$ cat src/rtl/chnlnk_word_fmt.sv
// rtl/chnlnk_word_fmt.sv - channel-link word formatter: header/data/CRC/trailer framing with sequence tracking
module chnlnk_word_fmt #(
  parameter logic [15:0] IDLE_WRD = 16'hBC50,
  parameter logic [15:0] TRL_WRD  = 16'hE0E0
) (
  input  logic        CLK,
  input  logic        RST_B,
  input  logic        VALID,
  input  logic        HDR,
  input  logic        RD,
  input  logic        LAST_WRD,
  input  logic        CLR_CRC,
  input  logic [6:0]  SEQ,
  input  logic [15:0] FIFO_DATA,
  input  logic [23:0] L1A_NUM,
  input  logic        L1A_PHS,
  input  logic [6:0]  SAMP_MAX,
  output logic [15:0] DOUT,
  output logic        DOUT_K,
  output logic        DOUT_VLD,
  output logic        FRM_DONE,
  output logic        SEQ_ERR,
  output logic [15:0] FRM_CNT
);

  typedef enum logic [2:0] {ST_IDLE, ST_HEADER, ST_DATA, ST_TAIL, ST_WAIT_SMP} state_t;

  state_t      r_state, w_next;
  logic        r_s1_valid, r_s1_hdr, r_s1_last;
  logic [6:0]  r_s1_seq;
  logic [23:0] r_l1a_num;
  logic        r_l1a_phs;
  logic [6:0]  r_samp_max;
  logic [15:0] r_crc;
  logic [6:0]  r_smp_idx, r_prev_seq, r_prev_hdr;
  logic        r_first_dat;
  logic [15:0] r_dout, r_frm_cnt;
  logic        r_dout_k, r_dout_vld, r_frm_done, r_seq_err;
  logic        w_hdr_wrd, w_dat_wrd, w_hdr0, w_crc_upd;
  logic        w_dat_err, w_hdr_err;
  logic [15:0] w_word;
  logic        w_unused_rd;

  // FIFO data already lines up with the registered strobes, so the read strobe itself is not needed
  assign w_unused_rd = RD;

  // MSB-first CRC-16 (x^16+x^12+x^5+1) over one 16-bit word
  function automatic logic [15:0] crc16_upd(input logic [15:0] c, input logic [15:0] d);
    logic [15:0] v;
    logic        fb;
    v = c;
    for (int i = 15; i >= 0; i--) begin
      fb = v[15] ^ d[i];
      v  = {v[14:0], 1'b0} ^ (fb ? 16'h1021 : 16'h0000);
    end
    return v;
  endfunction

  assign w_hdr_wrd = r_s1_valid & r_s1_hdr;
  assign w_dat_wrd = r_s1_valid & ~r_s1_hdr;
  assign w_hdr0    = w_hdr_wrd & (r_s1_seq == 7'd0);
  assign w_crc_upd = w_dat_wrd & (r_s1_seq <= 7'd95);

  // stage 1: delay the frame strobes one cycle to meet the FIFO read data
  always_ff @(posedge CLK or negedge RST_B) begin
    if (!RST_B) begin
      r_s1_valid <= 1'b0;
      r_s1_hdr   <= 1'b0;
      r_s1_last  <= 1'b0;
      r_s1_seq   <= 7'd0;
    end else begin
      r_s1_valid <= VALID;
      r_s1_hdr   <= HDR;
      r_s1_last  <= LAST_WRD;
      r_s1_seq   <= SEQ;
    end
  end

  // select the outgoing word for the stage-1 slot
  always_comb begin
    w_word = IDLE_WRD;
    if (w_hdr_wrd) begin
      case (r_s1_seq)
        7'd0:    w_word = {4'hA, L1A_NUM[23:12]};
        7'd1:    w_word = {4'hB, r_l1a_num[11:0]};
        7'd2:    w_word = {4'hC, r_l1a_phs, r_samp_max, 4'h0};
        7'd3:    w_word = 16'hD000 | {9'd0, r_smp_idx};
        default: w_word = TRL_WRD;
      endcase
    end else if (w_dat_wrd) begin
      if (r_s1_seq <= 7'd95)       w_word = FIFO_DATA;
      else if (r_s1_seq == 7'd96)  w_word = r_crc;
      else if (r_s1_seq == 7'd97)  w_word = {2'b00, r_smp_idx, 7'h00};
      else                         w_word = TRL_WRD;
    end
  end

  // sequence continuity: data SEQ must step by one (a block may restart at 0 after its trailer)
  always_comb begin
    w_dat_err = 1'b0;
    w_hdr_err = 1'b0;
    if (w_dat_wrd) begin
      if (r_first_dat)
        w_dat_err = (r_s1_seq != 7'd0);
      else
        w_dat_err = !((r_s1_seq == r_prev_seq + 7'd1) ||
                      ((r_s1_seq == 7'd0) && (r_prev_seq >= 7'd98)));
    end
    if (w_hdr_wrd) begin
      case (r_state)
        ST_IDLE:   w_hdr_err = (r_s1_seq != 7'd0);
        ST_HEADER: w_hdr_err = (r_s1_seq != r_prev_hdr + 7'd1);
        default:   w_hdr_err = 1'b1;
      endcase
    end
  end

  // tracking state machine; an end-of-event word always returns to idle
  always_comb begin
    w_next = r_state;
    if (r_s1_last) begin
      w_next = ST_IDLE;
    end else begin
      case (r_state)
        ST_IDLE:     if (w_hdr_wrd) w_next = ST_HEADER;
        ST_HEADER:   if (w_dat_wrd) w_next = ST_DATA;
        ST_DATA:     if (w_dat_wrd && (r_s1_seq == 7'd96)) w_next = ST_TAIL;
        ST_TAIL:     if (w_dat_wrd && (r_s1_seq == 7'd98)) w_next = ST_WAIT_SMP;
        ST_WAIT_SMP: if (r_s1_valid) w_next = ST_DATA;
        default:     w_next = ST_IDLE;
      endcase
    end
  end

  // state register
  always_ff @(posedge CLK or negedge RST_B) begin
    if (!RST_B) r_state <= ST_IDLE;
    else        r_state <= w_next;
  end

  // event header capture, sample index and previous-SEQ bookkeeping
  always_ff @(posedge CLK or negedge RST_B) begin
    if (!RST_B) begin
      r_l1a_num   <= 24'd0;
      r_l1a_phs   <= 1'b0;
      r_samp_max  <= 7'd0;
      r_smp_idx   <= 7'd0;
      r_prev_seq  <= 7'h7F;
      r_prev_hdr  <= 7'd0;
      r_first_dat <= 1'b0;
    end else begin
      if (w_hdr0) begin
        r_l1a_num   <= L1A_NUM;
        r_l1a_phs   <= L1A_PHS;
        r_samp_max  <= SAMP_MAX;
        r_smp_idx   <= 7'd0;
        r_first_dat <= 1'b1;
      end else if (w_dat_wrd && (r_s1_seq == 7'd98)) begin
        r_smp_idx <= r_smp_idx + 7'd1;
      end
      if (w_hdr_wrd) r_prev_hdr <= r_s1_seq;
      if (w_dat_wrd) begin
        r_prev_seq  <= r_s1_seq;
        r_first_dat <= 1'b0;
      end
    end
  end

  // running CRC over data words; a preset request overrides a same-cycle update
  always_ff @(posedge CLK or negedge RST_B) begin
    if (!RST_B)         r_crc <= 16'hFFFF;
    else if (CLR_CRC)   r_crc <= 16'hFFFF;
    else if (w_crc_upd) r_crc <= crc16_upd(r_crc, FIFO_DATA);
  end

  // stage 2: registered link word, event-done pulse, event counter and sticky error
  always_ff @(posedge CLK or negedge RST_B) begin
    if (!RST_B) begin
      r_dout     <= IDLE_WRD;
      r_dout_k   <= 1'b1;
      r_dout_vld <= 1'b0;
      r_frm_done <= 1'b0;
      r_frm_cnt  <= 16'd0;
      r_seq_err  <= 1'b0;
    end else begin
      r_dout     <= w_word;
      r_dout_k   <= ~r_s1_valid;
      r_dout_vld <= r_s1_valid;
      r_frm_done <= r_s1_last;
      if (r_s1_last) r_frm_cnt <= r_frm_cnt + 16'd1;
      if (w_dat_err || w_hdr_err) r_seq_err <= 1'b1;
    end
  end

  assign DOUT     = r_dout;
  assign DOUT_K   = r_dout_k;
  assign DOUT_VLD = r_dout_vld;
  assign FRM_DONE = r_frm_done;
  assign SEQ_ERR  = r_seq_err;
  assign FRM_CNT  = r_frm_cnt;

endmodule

$ cat config.mk
export PLATFORM = sky130hd
export DESIGN_NAME = chnlnk_word_fmt
export DESIGN_NICKNAME = d
export VERILOG_FILES = /design/src/rtl/chnlnk_word_fmt.sv
export SDC_FILE = /design/constraint.sdc
export NUM_CORES = 1
export LEC_CHECK = 0
export BUFFER_PORTS_ARGS = -buffer_cell sky130_fd_sc_hd__buf_4
export CORE_AREA = 3 3 86 170
export DETAILED_ROUTE_END_ITERATION = 12
export DIE_AREA = 0 0 89 173
export PLACE_DENSITY_LB_ADDON = 0.25
export SETUP_SLACK_MARGIN = 0.5
export SLEW_MARGIN = 5
export SYNTH_ARGS = -nofsm -noshare
export SYNTH_HDL_FRONTEND = slang
export SYNTH_SLANG_ARGS = --single-unit
export TNS_END_PERCENT = 1
$ cat constraint.sdc
create_clock -name CLK -period 2.6 [get_ports CLK]
set_input_delay 0.52 -clock CLK [delete_from_list [all_inputs] [get_ports CLK]]
set_output_delay 0.52 -clock CLK [all_outputs]
set_load 0.02 [all_outputs]
==> flow_summary.toml <==
[status]
status = "finished clean"

[worst_setup_path]
cp.arrival_ns = 2.55
rr_worst_depth = 6
r2r-end = "r_crc[12]"
end_kind = "flop"
critical_path.max_fanout = 3
critPathKind = "reg2reg"
worstSetupStartpointType = "flop"
crit_required_ns = 2.88
r2r_start = "r_crc[15]"
r2r_slack_ns = 0.32

[synthesis]
synthFlopType = "dfrtp_1"
yosysUniqueCellTypes = 56
syn_area_per_cell_um2 = 10.8
synth-edff-count = 0
yosys_warnings = 0
seq_area_frac_synth_pct = 48.1
synth-seq-cells = 107
synthesis.nets = 591
syn_inst = 524
async_flop_share_pct = 100
syn_area_um2 = 5650

[timing]
finalCriticalPeriod_ns = 2.28
slew_violations = 0
fmax_mhz = 439
finalHoldViolCount = 0
tightest_slew_ns = 0.702
setup_violations = 0
timing.final.ws_setup_ns = 0.324
period_share_pct = 87.5
rsz0062_at_grt = "yes"
fin_setup_tns_ns = 0
fin_skew_ns = 0.00931
slew_headroom_pct = 53.2

[cts]
postCtsHoldBufs = 0
cts_buffers = 9
htree_levels = 3
cts_root_buf = "clkbuf_16"
cts.reportedPaths.clkPinSlew_ns = 0.07
cts_sinks = 107
cts_tree = "yes"
cts.path.max_buffers = 2
insertion_delay_ns = 0.36

[floorplanning]
coreArea_um2 = 13400
initial_core_util_pct = 42.0
dieArea_um2 = 15400
die_height_um = 173
io-pin-count = 98
die_w_um = 89
fp-row-count = 60

[drt]
routed_via_density = 5.50
num_vias = 4403
drt_pass1_iterations = 4
ant_nets = 0
drt-initial-drc-count = 178
drc = 0
wl_um = 15300
wl_per_cell_um = 19.1

[final_layout]
num_antenna_cells = 0
area_growth_syn_to_layout_pct = 27.1
final_cell_mix = "131 x buf_4, 76 x dfrtp_1, 50 x nor2_1, 49 x xnor2_1, 47 x nand2_1"
nets = 708
fin_util_pct = 53.4
fillers = 1181
final_common_cell = "buf_4"
layout-drive-gt1-share_pct = 35.6

[min_path]
hp-class = "in2async"

[grt]
antenna_found_initial = 0
grt_pass1_vias = 4755
grt_pass1_wl_um = 24400
track_usage_pct = 20.8
grt_overflow = 0
grt_max_degree = 55

[placed_design]
gp_congestion = 0.849
dpl_worst_slack_ns = 0.136
dp_hpwl_um = 11900
port-buffer-count = 96

[power_and_ir_drop]
power.density_nw_per_um2 = 808
total_power_mw = 5.80
power_leakage_nw = 3.18
ir_worst_vdd_uv = 662

[run]
maxCapViolations = 0
Yosys cell counts, types with 2 or more instances:
| library cell | instances | area share [%] |
|---|---|---|
| a211o_1 | 10 | 1.6 |
| a211oi_1 | 2 | 0.27 |
| a21oi_1 | 20 | 1.8 |
| a221o_1 | 5 | 0.89 |
| a31oi_1 | 4 | 0.44 |
| and3_1 | 6 | 0.66 |
| and4_1 | 3 | 0.47 |
| buf_1 | 3 | 0.20 |
| buf_2 | 3 | 0.27 |
| clkbuf_1 | 20 | 1.3 |
| dfrtp_1 | 76 | 34 |
| dfstp_2 | 31 | 14 |
| ha_1 | 5 | 1.1 |
| inv_1 | 6 | 0.40 |
| mux2_2 | 28 | 5.6 |
| mux2i_1 | 17 | 3.0 |
| mux4_2 | 3 | 1.2 |
| nand2_1 | 47 | 3.1 |
| nand2b_1 | 3 | 0.33 |
| nand3_1 | 16 | 1.4 |
| nand4_1 | 6 | 0.66 |
| nand4b_1 | 3 | 0.47 |
| nor2_1 | 50 | 3.3 |
| nor2b_1 | 2 | 0.22 |
| nor3_1 | 9 | 0.80 |
| nor4_1 | 5 | 0.55 |
| o21ai_0 | 21 | 1.9 |
| o22ai_1 | 5 | 0.55 |
| o31ai_1 | 2 | 0.27 |
| o32ai_1 | 2 | 0.31 |
| or2_2 | 2 | 0.22 |
| or3_1 | 3 | 0.33 |
| or3_4 | 2 | 0.40 |
| or3b_1 | 2 | 0.31 |
| xnor2_1 | 55 | 8.5 |
| xnor2_2 | 2 | 0.58 |
| xnor3_1 | 5 | 2.0 |
| xor2_1 | 22 | 3.4 |
metrics by stage:
| step | hold WS (ns) | instance area (um^2) | cells |
|---|---|---|---|
| 3_5_place_dp | 0.463 | 6720 | 778 |
| 4_1_cts | 0.222 | 7120 | 800 |
| 3_3_place_gp | 0.458 | 6720 | 778 |
| 5_1_grt | 0.248 | 7180 | 801 |
| 6_report | 0.191 | 7180 | 801 |
| 2_1_floorplan | 0.224 | 5680 | 524 |
worst max path at each step:
| stage | to | from | slack [ns] | depth (start not counted) |
|---|---|---|---|---|
| 6_report | r_crc[12] | r_crc[15] | 0.32 | 6 |
| 3_5_place_dp | r_crc[12] | FIFO_DATA[12] | 0.14 | 7 |
| 4_1_cts | r_crc[12] | r_crc[11] | 0.35 | 6 |
| 5_1_grt | r_crc[12] | r_crc[15] | 0.25 | 6 |
| 2_1_floorplan | r_crc[12] | r_crc[11] | 0.42 | 6 |
| 3_3_place_gp | r_crc[12] | FIFO_DATA[12] | 0.16 | 7 |
routing by layer:
metal,GRT usage [%],vias to the layer above,wire length [um],share of wire [%]
met5,0,-,0,0
met4,10.7,0,743,4.9
met3,3.39,40,518,3.4
met2,38.0,114,8570,56
met1,21.8,2183,5430,36
li1,-,2066,-,-
state kept, by name, summed over array words and instances (netlist names), 3 cells and up:
name	count
r_samp_max	7
FRM_CNT	16
r_prev_hdr	7
r_prev_seq	7
r_l1a_num	12
DOUT	16
r_smp_idx	7
r_crc	16
r_s1_seq	7
r_state	3
cell families (layout without fill, tap and decap cells):
kind of cell    after synthesis  after routing  synth area share (%)
flops                       107            107                  48.1
mux                          48             48                  9.79
compound gates               82             82                  9.57
xor+xnor                     86             86                  15.2
fa+ha+maj                     5              5                  1.11
simple gates                164            164                  14.0
buf+inv                      32            154                  2.19
layout make-up:
cell class,count,area [um^2],area share [%]
Clock buffer,10,229,3.19
Timing Repair Buffer,132,1000,14.0
Inverter,6,22.5,0.314
Sequential cell,107,2720,37.9
Clock inverter,6,78.8,1.10
Multi-Input combinational cell,385,2930,40.9
Tap cell,155,194,2.70
worst max-delay path, stage by stage, from the launching register on:
cell	delay (ns)
dfstp_2	0.60
xnor2_2	0.15
xnor3_2	0.43
xor2_4	0.20
xnor3_1	0.35
o21ai_1	0.12
or3b_1	0.34
power breakdown:
part           leakage (nW)  total (mW)  internal, mW  switching (mW)
clock                 0.152        1.44         0.771           0.667
combinational          1.76        2.22          1.18            1.04
sequential             1.27        2.14          1.91           0.231
timing repair:
| action | in CTS | in global routing |
|---|---|---|
| gates cloned | 0 | 0 |
| gates resized for setup | 7 | 7 |
| setup endpoints to repair | 34 | 41 |
| setup buffers | 6 | 1 |
| pin swaps | 4 | 1 |
(Power assumes the default switching activity.)
